==> src/rtl/sad_pkg.sv <==
// Shared types and width helpers for the parallel SAD/SSD engine.
// Holds the FSM encoding, mode constants and the drain depth of the 3-stage pipe.
package sad_pkg;

    typedef enum logic [2:0] {
        S_IDLE,
        S_FETCH,
        S_DRAIN,
        S_WRITE,
        S_DONE
    } state_t;

    localparam logic MODE_SAD = 1'b0;
    localparam logic MODE_SSD = 1'b1;

    localparam int DRAIN_CYCLES = 3;

    function automatic int clog2(input int value);
        int r;
        r = 0;
        for (int i = 0; i < 31; i++) begin
            if ((1 << i) < value) begin
                r = i + 1;
            end
        end
        return r;
    endfunction

    function automatic int lane_sum_w(input int d_width, input int lanes);
        return 2 * d_width + clog2(lanes);
    endfunction

endpackage

==> src/rtl/sad_lane_pe.sv <==
// One lane: |A-B| or (A-B)^2 of a pixel pair, purely combinational.
// Zero latency; the caller registers the result into P1.
module sad_lane_pe
    import sad_pkg::*;
#(
    parameter int D_WIDTH = 8
) (
    input  logic [D_WIDTH-1:0]   a,
    input  logic [D_WIDTH-1:0]   b,
    input  logic                 mode,
    output logic [2*D_WIDTH-1:0] res
);

    logic signed [D_WIDTH:0] diff;
    logic signed [D_WIDTH:0] abs_diff;
    logic [2*D_WIDTH-1:0]    mag_ext;
    logic [2*D_WIDTH-1:0]    sq;

    always_comb begin
        diff     = $signed({1'b0, a}) - $signed({1'b0, b});
        abs_diff = diff[D_WIDTH] ? -diff : diff;
        // |diff| never exceeds 2^D_WIDTH-1, so the sign bit of abs_diff is always 0
        mag_ext  = {{(D_WIDTH-1){1'b0}}, abs_diff};
        sq       = mag_ext * mag_ext;
        res      = (mode == MODE_SSD) ? sq : mag_ext;
    end

endmodule

==> src/rtl/sad_engine_par.sv <==
// Multi-lane SAD/SSD engine: one saturating distortion sum per block written to the result SRAM.
// Word-to-accumulator latency 4 cycles (SRAM, P1, P2, acc); no backpressure, SRAMs are fixed latency.
module sad_engine_par
    import sad_pkg::*;
#(
    parameter int D_WIDTH    = 8,
    parameter int LANES      = 4,
    parameter int BLK_PIXELS = 256,
    parameter int NUM_BLKS   = 128,
    parameter int A_WIDTH    = 15,
    parameter int C_WIDTH    = 7,
    parameter int SAD_WIDTH  = 32
) (
    input  logic                       Clk,
    input  logic                       Rst,
    input  logic                       Go,
    input  logic                       Mode,
    output logic [A_WIDTH-1:0]         A_Addr,
    input  logic [LANES*D_WIDTH-1:0]   A_Data,
    output logic [A_WIDTH-1:0]         B_Addr,
    input  logic [LANES*D_WIDTH-1:0]   B_Data,
    output logic                       I_En,
    output logic                       I_RW,
    output logic [C_WIDTH-1:0]         C_Addr,
    output logic                       O_En,
    output logic                       O_RW,
    output logic [SAD_WIDTH-1:0]       SAD_Out,
    output logic                       Busy,
    output logic                       Done
);

    localparam int WORDS  = BLK_PIXELS / LANES;
    localparam int W_CW   = (clog2(WORDS) > 0) ? clog2(WORDS) : 1;
    localparam int DR_CW  = (clog2(DRAIN_CYCLES) > 0) ? clog2(DRAIN_CYCLES) : 1;
    localparam int PROD_W = 2 * D_WIDTH;
    localparam int LSUM_W = lane_sum_w(D_WIDTH, LANES);
    localparam int ADD_W  = ((SAD_WIDTH > LSUM_W) ? SAD_WIDTH : LSUM_W) + 1;

    localparam logic [W_CW-1:0]      LAST_WORD  = W_CW'(WORDS - 1);
    localparam logic [C_WIDTH-1:0]   LAST_BLK   = C_WIDTH'(NUM_BLKS - 1);
    localparam logic [DR_CW-1:0]     LAST_DRAIN = DR_CW'(DRAIN_CYCLES - 1);
    localparam logic [SAD_WIDTH-1:0] SAT_MAX    = {SAD_WIDTH{1'b1}};

    state_t               state;
    state_t               state_nx;
    logic                 mode_q;
    logic [A_WIDTH-1:0]   addr_q;
    logic [W_CW-1:0]      word_q;
    logic [C_WIDTH-1:0]   blk_q;
    logic [DR_CW-1:0]     drain_q;
    logic [SAD_WIDTH-1:0] acc_q;
    logic [SAD_WIDTH-1:0] acc_sat;
    logic [ADD_W-1:0]     acc_add;
    logic                 start;

    logic                 vld0;
    logic                 vld1;
    logic                 vld2;
    logic [PROD_W-1:0]    pe_res [LANES];
    logic [PROD_W-1:0]    p1_q   [LANES];
    logic [LSUM_W-1:0]    tree_sum;
    logic [LSUM_W-1:0]    p2_q;

    assign start  = (state == S_IDLE) && Go;
    assign A_Addr = addr_q;
    assign B_Addr = addr_q;
    assign I_RW   = 1'b0;

    always_ff @(posedge Clk or negedge Rst) begin
        if (!Rst) begin
            state <= S_IDLE;
        end else begin
            state <= state_nx;
        end
    end

    always_comb begin
        state_nx = state;
        I_En     = 1'b0;
        O_En     = 1'b0;
        O_RW     = 1'b0;
        C_Addr   = '0;
        SAD_Out  = '0;
        Busy     = 1'b1;
        Done     = 1'b0;
        case (state)
            S_IDLE: begin
                Busy = 1'b0;
                if (Go) begin
                    state_nx = S_FETCH;
                end
            end
            S_FETCH: begin
                I_En = 1'b1;
                if (word_q == LAST_WORD) begin
                    state_nx = S_DRAIN;
                end
            end
            S_DRAIN: begin
                if (drain_q == LAST_DRAIN) begin
                    state_nx = S_WRITE;
                end
            end
            S_WRITE: begin
                O_En     = 1'b1;
                O_RW     = 1'b1;
                C_Addr   = blk_q;
                SAD_Out  = acc_q;
                state_nx = (blk_q == LAST_BLK) ? S_DONE : S_FETCH;
            end
            S_DONE: begin
                Done     = 1'b1;
                state_nx = S_IDLE;
            end
            default: begin
                state_nx = S_IDLE;
            end
        endcase
    end

    // Blocks are contiguous in the operand SRAMs, so one free-running address covers b*WORDS+w.
    always_ff @(posedge Clk or negedge Rst) begin
        if (!Rst) begin
            mode_q  <= MODE_SAD;
            addr_q  <= '0;
            word_q  <= '0;
            blk_q   <= '0;
            drain_q <= '0;
        end else begin
            case (state)
                S_IDLE: begin
                    if (Go) begin
                        mode_q  <= Mode;
                        addr_q  <= '0;
                        word_q  <= '0;
                        blk_q   <= '0;
                        drain_q <= '0;
                    end
                end
                S_FETCH: begin
                    addr_q <= addr_q + A_WIDTH'(1);
                    word_q <= (word_q == LAST_WORD) ? '0 : word_q + W_CW'(1);
                end
                S_DRAIN: begin
                    drain_q <= (drain_q == LAST_DRAIN) ? '0 : drain_q + DR_CW'(1);
                end
                S_WRITE: begin
                    if (blk_q != LAST_BLK) begin
                        blk_q <= blk_q + C_WIDTH'(1);
                    end
                end
                default: begin
                end
            endcase
        end
    end

    for (genvar g = 0; g < LANES; g++) begin : g_lane
        sad_lane_pe #(
            .D_WIDTH (D_WIDTH)
        ) u_pe (
            .a    (A_Data[g*D_WIDTH +: D_WIDTH]),
            .b    (B_Data[g*D_WIDTH +: D_WIDTH]),
            .mode (mode_q),
            .res  (pe_res[g])
        );
    end

    always_comb begin
        tree_sum = '0;
        for (int i = 0; i < LANES; i++) begin
            tree_sum = tree_sum + LSUM_W'(p1_q[i]);
        end
    end

    always_ff @(posedge Clk or negedge Rst) begin
        if (!Rst) begin
            vld0 <= 1'b0;
            vld1 <= 1'b0;
            vld2 <= 1'b0;
            p2_q <= '0;
            for (int i = 0; i < LANES; i++) begin
                p1_q[i] <= '0;
            end
        end else begin
            vld0 <= (state == S_FETCH);
            vld1 <= vld0;
            vld2 <= vld1;
            p2_q <= tree_sum;
            for (int i = 0; i < LANES; i++) begin
                p1_q[i] <= pe_res[i];
            end
        end
    end

    // Adding a non-negative term to SAT_MAX clamps back to SAT_MAX, so saturation is sticky.
    always_comb begin
        acc_add = ADD_W'(acc_q) + ADD_W'(p2_q);
        acc_sat = (acc_add > ADD_W'(SAT_MAX)) ? SAT_MAX : acc_add[SAD_WIDTH-1:0];
    end

    always_ff @(posedge Clk or negedge Rst) begin
        if (!Rst) begin
            acc_q <= '0;
        end else if (start || (state == S_WRITE)) begin
            acc_q <= '0;
        end else if (vld2) begin
            acc_q <= acc_sat;
        end
    end

endmodule

==> config.mk <==
export PLATFORM = sky130hd
export DESIGN_NAME = sad_engine_par
export DESIGN_NICKNAME = d
export VERILOG_FILES = /design/src/rtl/sad_pkg.sv /design/src/rtl/sad_lane_pe.sv /design/src/rtl/sad_engine_par.sv
export SDC_FILE = /design/constraint.sdc
export NUM_CORES = 1
export LEC_CHECK = 0
export ABC_CLOCK_PERIOD_IN_PS = 4400
export CORE_MARGIN = 8
export CORE_UTILIZATION = 40
export DETAILED_ROUTE_END_ITERATION = 16
export PLACE_DENSITY = 0.61
export SLEW_MARGIN = 20
export SYNTH_ARGS = -nofsm -noshare
export SYNTH_HDL_FRONTEND = slang
export SYNTH_SLANG_ARGS = --single-unit
export TNS_END_PERCENT = 1
==> constraint.sdc <==
create_clock -name Clk -period 4.4 [get_ports Clk]
set_input_delay 0.44 -clock Clk [delete_from_list [all_inputs] [get_ports Clk]]
set_output_delay 0.44 -clock Clk [all_outputs]
set_load 0.01 [all_outputs]
* Word level (Yosys, flattened, before mapping)
Cells that the tools add are included.
** Cells by class
- Add/subtract/negate cells :: 16
- Multipliers :: 4
- Div/mod/pow operators :: 0
- Magnitude comparators :: 1
- Equal/unequal tests :: 12
- Shift-type cells :: 0
- Muxes and demuxes :: 33
- Bitwise logic cells :: 0
- Reduce and logical (&&, ||, !) cells :: 12
** Operators by type and width (number)
- 32-bit 2-to-1 mux :: 4
- 9-bit by 9-bit multiplier with 16-bit output :: 4
- 16-bit 2-to-1 mux :: 4
- 9-bit 2-to-1 mux :: 4
- 9-bit negator :: 4
- 8-bit by 8-bit subtractor with 9-bit output :: 4
- 32-bit by 18-bit adder with 33-bit output :: 1
- 33-bit by 32-bit > comparator with 1-bit output (second input constant) :: 1
- 15-bit one-hot mux with 2 select lines :: 1
- 7-bit 2-to-1 mux :: 3
- 17-bit by 16-bit adder with 18-bit output :: 1
- 18-bit by 16-bit adder with 18-bit output :: 1
- 16-bit by 16-bit adder with 17-bit output :: 1
- 15-bit by 1-bit adder with 15-bit output (second input constant) :: 1
- 15-bit 2-to-1 mux :: 1
- 7-bit one-hot mux with 2 select lines :: 1
- 3-bit 2-to-1 mux :: 4
- 6-bit 2-to-1 mux :: 2
- 3-bit one-hot mux with 4 select lines :: 1
- 6-bit one-hot mux with 2 select lines :: 1
- 2-bit != test (second input constant) :: 4
- 2-bit nonzero test :: 4
- 7-bit by 1-bit adder with 7-bit output (second input constant) :: 1
- 7-bit equality test (second input constant) :: 1
- other kinds (16) :: 24
** Storage, ports and cells
- Bits in registers :: 151
- Latch bits :: 0
- RAM bits :: 0
- Bits in read-only memories :: 0
- Input bits :: 68
- Output and inout bits :: 75
- Word-level logic and storage cells :: 93
- Memories :: 0

* Depth between registers and ports, before layout
Gate-level depths: netlist of the first run.
- Depth in word-level cells :: 5
- Depth in mapped cells :: 30
- Mapped depth without buffers :: 28

* Hierarchy
A second synthesis of the first run with hierarchy kept.
** Second synthesis, totals
- Cell total of the unflattened synthesis :: 2092
- Area, all modules :: 18441.4 µm²
** By module, submodules not included
- sad_engine_par :: instances 1, cells each 731, area an instance 7893.8 µm², sequential area each 3778.6 µm²
- sad_lane_pe at g_lane[1].u_pe ... :: instances 2, cells each 344, area an instance 2647.5 µm², sequential area each 0.0 µm²
- sad_lane_pe at g_lane[0].u_pe :: instances 1, cells each 345, area an instance 2648.8 µm², sequential area each 0.0 µm²
- sad_lane_pe at g_lane[3].u_pe :: instances 1, cells each 328, area an instance 2603.7 µm², sequential area each 0.0 µm²

* Worst setup path after synthesis of the first run
OpenSTA, ideal clock, no wires.
- Path type :: input -> register
- Start point :: input A_Data[16]
- End point :: register p1_q[31] (netlist bit)
- Data arrival time :: 6.155 ns
- Required time :: 4.281 ns
- Setup slack :: -1.874 ns
- Stages :: 26
- Cell sequence :: inv_1 ha_1 inv_1 fa_1 a211oi_2 o21ai_1 a211oi_2 nor2_1 or2_1 xnor2_2 inv_2 or2_1 fa_1 inv_1 fa_1 fa_1 inv_1 fa_1 inv_1 ha_1 and2_1 o21ai_0 o21ai_0 o41ai_1 xnor2_1 and2_1
** On the way
- Longest elaborated chain between the ends :: 5
** Ends and longest elaborated chain
- start, declared :: line sad_engine_par.sv:19 : input logic [LANES*D_WIDTH-1:0] A_Data,
- 8-bit by 8-bit subtractor with 9-bit output * :: line sad_lane_pe.sv:20 : diff = $signed({1'b0, a}) - $signed({1'b0, b});
- 9-bit negator :: line sad_lane_pe.sv:21 : abs_diff = diff[D_WIDTH] ? -diff : diff;
- 9-bit 2-to-1 mux * :: line sad_lane_pe.sv:21
- 9-bit by 9-bit multiplier with 16-bit output * :: line sad_lane_pe.sv:24 : sq = mag_ext * mag_ext;
- 16-bit 2-to-1 mux * :: line sad_lane_pe.sv:25 : res = (mode == MODE_SSD) ? sq : mag_ext;
- net g_lane[2].u_pe.res[15] :: line sad_lane_pe.sv:11 : output logic [2*D_WIDTH-1:0] res
- end signal, assigned by index :: line sad_engine_par.sv:191 : p1_q[i] <= pe_res[i];
- end, declared :: line sad_engine_par.sv:60 : logic [PROD_W-1:0] p1_q [LANES];
Mark *: on every way through the listed nets, which the timed path passes. The rest lies on a longest branch.
A chain may end at the register's enable or synchronous reset.

* Final worst setup path of the first run
- Start point :: input B_Data[19]
- End point :: register p1_q[31] (netlist bit)
** On the way
- Longest elaborated chain between the ends :: 5
** Ends and longest elaborated chain
- start, declared :: line sad_engine_par.sv:21 : input logic [LANES*D_WIDTH-1:0] B_Data,
- 8-bit by 8-bit subtractor with 9-bit output * :: line sad_lane_pe.sv:20
- 9-bit negator :: line sad_lane_pe.sv:21
- 9-bit 2-to-1 mux * :: line sad_lane_pe.sv:21
- 9-bit by 9-bit multiplier with 16-bit output * :: line sad_lane_pe.sv:24
- 16-bit 2-to-1 mux * :: line sad_lane_pe.sv:25
- net g_lane[2].u_pe.res[15] :: line sad_lane_pe.sv:11
Marked as above.

==> reports/qor.txt, run 1 <==
Worst setup SP type: primary input
Post-Synthesis Cells: 2034
Starting Density: 0.401
Worst Slack Setup Final: -1.41 ns
grt total ovfl: 0
CTS tree: built
Placeable Area: 0.0450 mm²
most common flop cell mapped by yosys: dfrtp_1
reg2reg setup slack: 0.70 ns
sequential share of the synthesized area: 0.209
Fin Clk Skew: 0.0159 ns
Post-DP Area: 0.0226 mm²
Max-Cap Viols: 0
Hold Path Class: primary input to asynchronous set/reset pin
#FFs+latches synth: 151
Slew headroom: 0.423
worst hold margin: 0.0698 ns
Nets: 2944
Async S/R FF share, synth: 1.00
slowest stage delay, CP: 0.53 ns
number of library cell types mapped by synthesis: 82
Mean Syn Cell Area: 8.88 µm²
clock transition at the registers of the reported paths: 0.07 ns
Die H: 228 µm
reg-to-reg critical path endpoint: p2_q[17]
post-route ant nets: 0
total CTS buffers: 17
die area: 0.0522 mm²
# diodes: 0
largest net degree at the start of global routing: 89
Post-synth EDFFs: 0
wire length of the first global-routing pass: 76200 µm
clk_lat worst skew: 0.42 ns
Worst-Margin Slew: 0.864 ns
CTS Root Cell: clkbuf_16
hold buffers post-CTS: 0
placed instance count: 3043
RR Startpoint: p1_q[1]
clock tree buffer depth: 2
Final setup viols: 44
Worst Path Max Fanout: 4
remaining routing DRC violations: 0
WL/cell: 13.8 µm
Netlist Area Pre-Place: 0.0181 mm²
ratio of cells with drive above 1 in the final layout: 0.291
DR vias: 15.2k
Worst path slowest cell: fa_1
final wirelength: 43200 µm
Ports: 143
Slew Viols, Final: 0
# rows: 78
Final Cycle Share: 1.32
CP Capture Type: flip-flop
CP most frequent cell: inv_1
Die W: 228 µm
GR Util All Layers: 0.169
count leader, synth: inv_1
area share of the largest cell type after synthesis: 0.209
DRT Pass-1 Iters: 5
clock sinks: 151
RSZ-0062 raised after global routing: true
area grow syn2layout: 37.6%
Synth area leader: dfrtp_1
top achievable clock speed: 172 MHz
gpl congestion: 0.840
Vias/cell: 4.87
# port buffers: 141
Data arrival, critical path: 6.12 ns
Worst EP required: 4.71 ns
top cells by area, synth: dfrtp_1, fa_1, ha_1
Initial DRC Count: 595
Final Non-Filler Cells: 3126
most frequent cells after synthesis: inv_1, ha_1, fa_1
vias in the first global route: 16.4k
R2R depth: 13
CP Buf/Inv Count: 8
Synth Warn #: 0
H-tree depth: 4
Tmin final: 5.81 ns
initial antenna violation count: 0
Final Hold Fails: 0
critical path class: primary input to flip-flop
Final Cell Area: 0.0248 mm²
status: complete, but fails checks
failing checks: negative setup slack
DP HPWL: 34800 µm
Crit path max-delay family: adder cells
[sequential cells by signal, indices dropped and copies added (netlist names)]
signal and cells:
p1_q 64, acc_q 32, p2_q 18, A_Addr 15
blk_q 7, word_q 6, state 3, drain_q 2
mode_q 1, vld0 1, vld1 1, vld2 1
[timing repair]
item,CTS,global route
setup buffers,49,3
endpoints found under the setup margin,44,44
pin swaps,196,28
resized for setup,304,35
[placed cells by master, fill, tap and decap left out, drive strengths merged, types with 21 or more instances in the layout]
cell type,Yosys,routed
a21oi,87,87
a31oi,30,30
and2,71,71
buf,28,376
clkdlybuf4s50,0,114
dfrtp,151,151
fa,169,169
ha,194,194
inv,361,367
nand2,103,103
nand3,50,50
nor2,174,174
nor2b,30,30
nor3,32,32
o21a,21,21
o21ai,116,116
or2,30,30
xnor2,99,99
xor2,44,44
[logic make-up (layout without fill, tap and decap cells)]
| logic type | after synthesis | count (layout) | synth area share |
|---|---|---|---|
| AO/OA/AOI/OAI | 359 | 359 | 0.128 |
| adder cells (fa/ha/maj) | 363 | 363 | 0.322 |
| AND/OR/NAND/NOR | 570 | 570 | 0.158 |
| multiplexers | 22 | 22 | 0.0129 |
| XOR/XNOR | 143 | 143 | 0.0777 |
| buffers and inverters | 424 | 901 | 0.0926 |
| other | 2 | 17 | 0.000416 |
| flip-flops | 151 | 151 | 0.209 |
[per-layer routing]
layer | global-route usage | vias to the layer above | part of all wire
met1 | 0.207 | 7371 | 0.44
met3 | 0.0195 | 51 | 0.026
met5 | 0 | - | 0
met4 | 0.0365 | 0 | 0.013
li1 | - | 7558 | -
met2 | 0.314 | 246 | 0.53
[how the worst max path moves through the flow]
stage / start / cells past startpoint / slack, ns / end
6_report: B_Data[19] / 28 / -1.41 / p1_q[31]
3_3_place_gp: A_Data[8] / 26 / -2.48 / p1_q[45]
2_1_floorplan: A_Data[24] / 28 / -1.60 / p1_q[13]
4_1_cts: A_Data[16] / 28 / -1.36 / p1_q[31]
5_1_grt: A_Data[16] / 27 / -1.65 / p1_q[30]
3_5_place_dp: A_Data[8] / 26 / -2.62 / p1_q[45]
[stage by stage]
stage	TNS [ns]	util	setup slack, ns
5_1_grt	-56.23	0.552	-1.65
6_report	-45.27	0.552	-1.41
3_3_place_gp	-87.92	0.502	-2.48
3_5_place_dp	-92.02	0.502	-2.62
4_1_cts	-44.97	0.548	-1.36
2_1_floorplan	-54.54	-	-1.60
[cell type report]
class,instances,area [µm²]
clock buffer,19,453
inverter,361,1380
multi-input combinational,1474,14100
clock inverter,13,134
tap,600,751
fill,3912,20100
sequential,151,3780
timing repair buffer,508,4210
Power of run 1 is not shown: default switching activity piles up to over one toggle a cycle in this logic, so the estimate is an artifact.
==> run 2, diff against run 1 <==
- ABC_CLOCK_PERIOD_IN_PS: 4400 -> 5750
- clock period: 4.4 -> 5.75 ns (I/O delays scaled with it)
==> run 2 against run 1 <==
The flow still finishes with violations (negative setup slack). Clock-buffer cell count decreased by 1. Final area fell by 0.69%. Via count is essentially flat. First-iteration DRC count down 1.3%. Die area stayed put. Final cell count is 0.26% lower. Critical path depth up 2. Flip-flop and latch count is the same. Non-clock buffer count shrank 7. Clock skew is 0.0017 ns lower. Setup slack improved by 1.2 ns. Critical endpoint is now p1_q[61].
==> reports/qor.txt, run 2 (synthesis results as in run 1) <==
status: complete, but fails checks
failing checks: negative setup slack
post-route ant nets: 0
Worst Setup SP: A_Data[0]
reg2reg setup slack: 2.07 ns
area grow syn2layout: 36.6%
top achievable clock speed: 167 MHz
DP HPWL: 34600 µm
Die W: 228 µm
Worst Path Max Fanout: 3
CP Buf/Inv Count: 11
grt total ovfl: 0
clock transition at the registers of the reported paths: 0.07 ns
Placeable Area: 0.0450 mm²
# port buffers: 141
Top Registers: p1_q x64, acc_q x32, p2_q x18
# rows: 78
DRT Pass-1 Iters: 5
Worst EP required: 6.06 ns
RR Startpoint: p1_q[1]
Slew Viols, Final: 0
Top reg by flops: p1_q
GR Util All Layers: 0.168
gpl congestion: 0.877
wire length of the first global-routing pass: 75800 µm
Data arrival, critical path: 6.31 ns
Vias/cell: 4.88
CTS Root Cell: clkbuf_16
Fin Clk Skew: 0.0142 ns
Worst Slack Setup Final: -0.252 ns
Max-Cap Viols: 0
Crit path max-delay family: adder cells
CP most frequent cell: inv_2
Worst path slowest cell: fa_1
CP Depth: 30
clock sinks: 151
Die H: 228 µm
CTS tree: built
ratio of cells with drive above 1 in the final layout: 0.282
R2R depth: 13
post-place setup slack: -1.35 ns
largest net degree at the start of global routing: 88
RSZ-0062 raised after global routing: true
DR vias: 15.2k
Final setup viols: 21
Tmin final: 6.00 ns
clk_lat worst skew: 0.42 ns
Ports: 143
# diodes: 0
max FFs per register: 64
hold buffers post-CTS: 0
most frequent cells in the layout: buf_4, inv_1, fa_1, ha_1, dfrtp_1
Hold Path Class: primary input to asynchronous set/reset pin
remaining routing DRC violations: 0
CP Capture Type: flip-flop
H-tree depth: 4
Worst-Margin Slew: 0.866 ns
Starting Density: 0.401
Final Hold Fails: 0
initial antenna violation count: 0
Final Cycle Share: 1.04
leading cell type in the layout, fill and taps excluded: buf_4
clock tree buffer depth: 2
Nets: 2937
slowest stage delay, CP: 0.57 ns
WL/cell: 13.9 µm
die area: 0.0522 mm²
Initial DRC Count: 587
CP Capture Point: p1_q[61]
Slew headroom: 0.422
Worst setup SP type: primary input
reg-to-reg critical path endpoint: p2_q[17]
final wirelength: 43500 µm
total CTS buffers: 17
critical path class: primary input to flip-flop
vias in the first global route: 16.4k
-- run 2: layout make-up --
cell class / instances / area [µm²]
Timing Repair Buffer: 501 / 4110
Fill cell: 3956 / 20300
Sequential cell: 151 / 3780
Clock buffer: 18 / 439
Clock inverter: 13 / 166
Tap cell: 600 / 751
Multi-Input combinational cell: 1474 / 14000
Inverter: 361 / 1390
-- run 2: worst min path at each step --
stage	endpoint	cells after the start	startpoint
2_1_floorplan	A_Addr[0]	0	Rst
3_3_place_gp	vld2	0	vld1
3_5_place_dp	vld1	0	vld0
4_1_cts	acc_q[2]	1	Rst
5_1_grt	acc_q[2]	1	Rst
6_report	acc_q[3]	1	Rst
-- run 2: metrics by stage --
step | instances | hold slack [ns] | utilization | TNS (ns) | area, µm²
after floorplan | 2049 | 0.279 | - | -6.96 | 18300
after global placement | 3035 | 0.338 | 0.500 | -34.02 | 22500
after detailed placement | 3035 | 0.339 | 0.500 | -38.03 | 22500
after CTS | 3112 | 0.212 | 0.543 | -1.30 | 24400
after global routing | 3118 | 0.236 | 0.548 | -8.93 | 24700
final | 3118 | 0.177 | 0.548 | -2.70 | 24700
-- run 2: what timing repair did --
item / 4_1_cts / 5_1_grt
setup endpoints to repair: 38 / 32
pin swaps: 174 / 30
setup buffers: 46 / 6
gates cloned: 1 / 0
gates resized for setup: 275 / 45
-- run 2: routing by layer --
metal | routed length, µm | track usage | vias to the layer above | share of wire
li1 | - | - | 7554 | -
met1 | 19000 | 0.204 | 7449 | 0.44
met2 | 23200 | 0.318 | 181 | 0.53
met3 | 849 | 0.0189 | 40 | 0.020
met4 | 467 | 0.0329 | 0 | 0.011
met5 | 0 | 0 | - | 0
Power of run 2 is left out for the same reason.
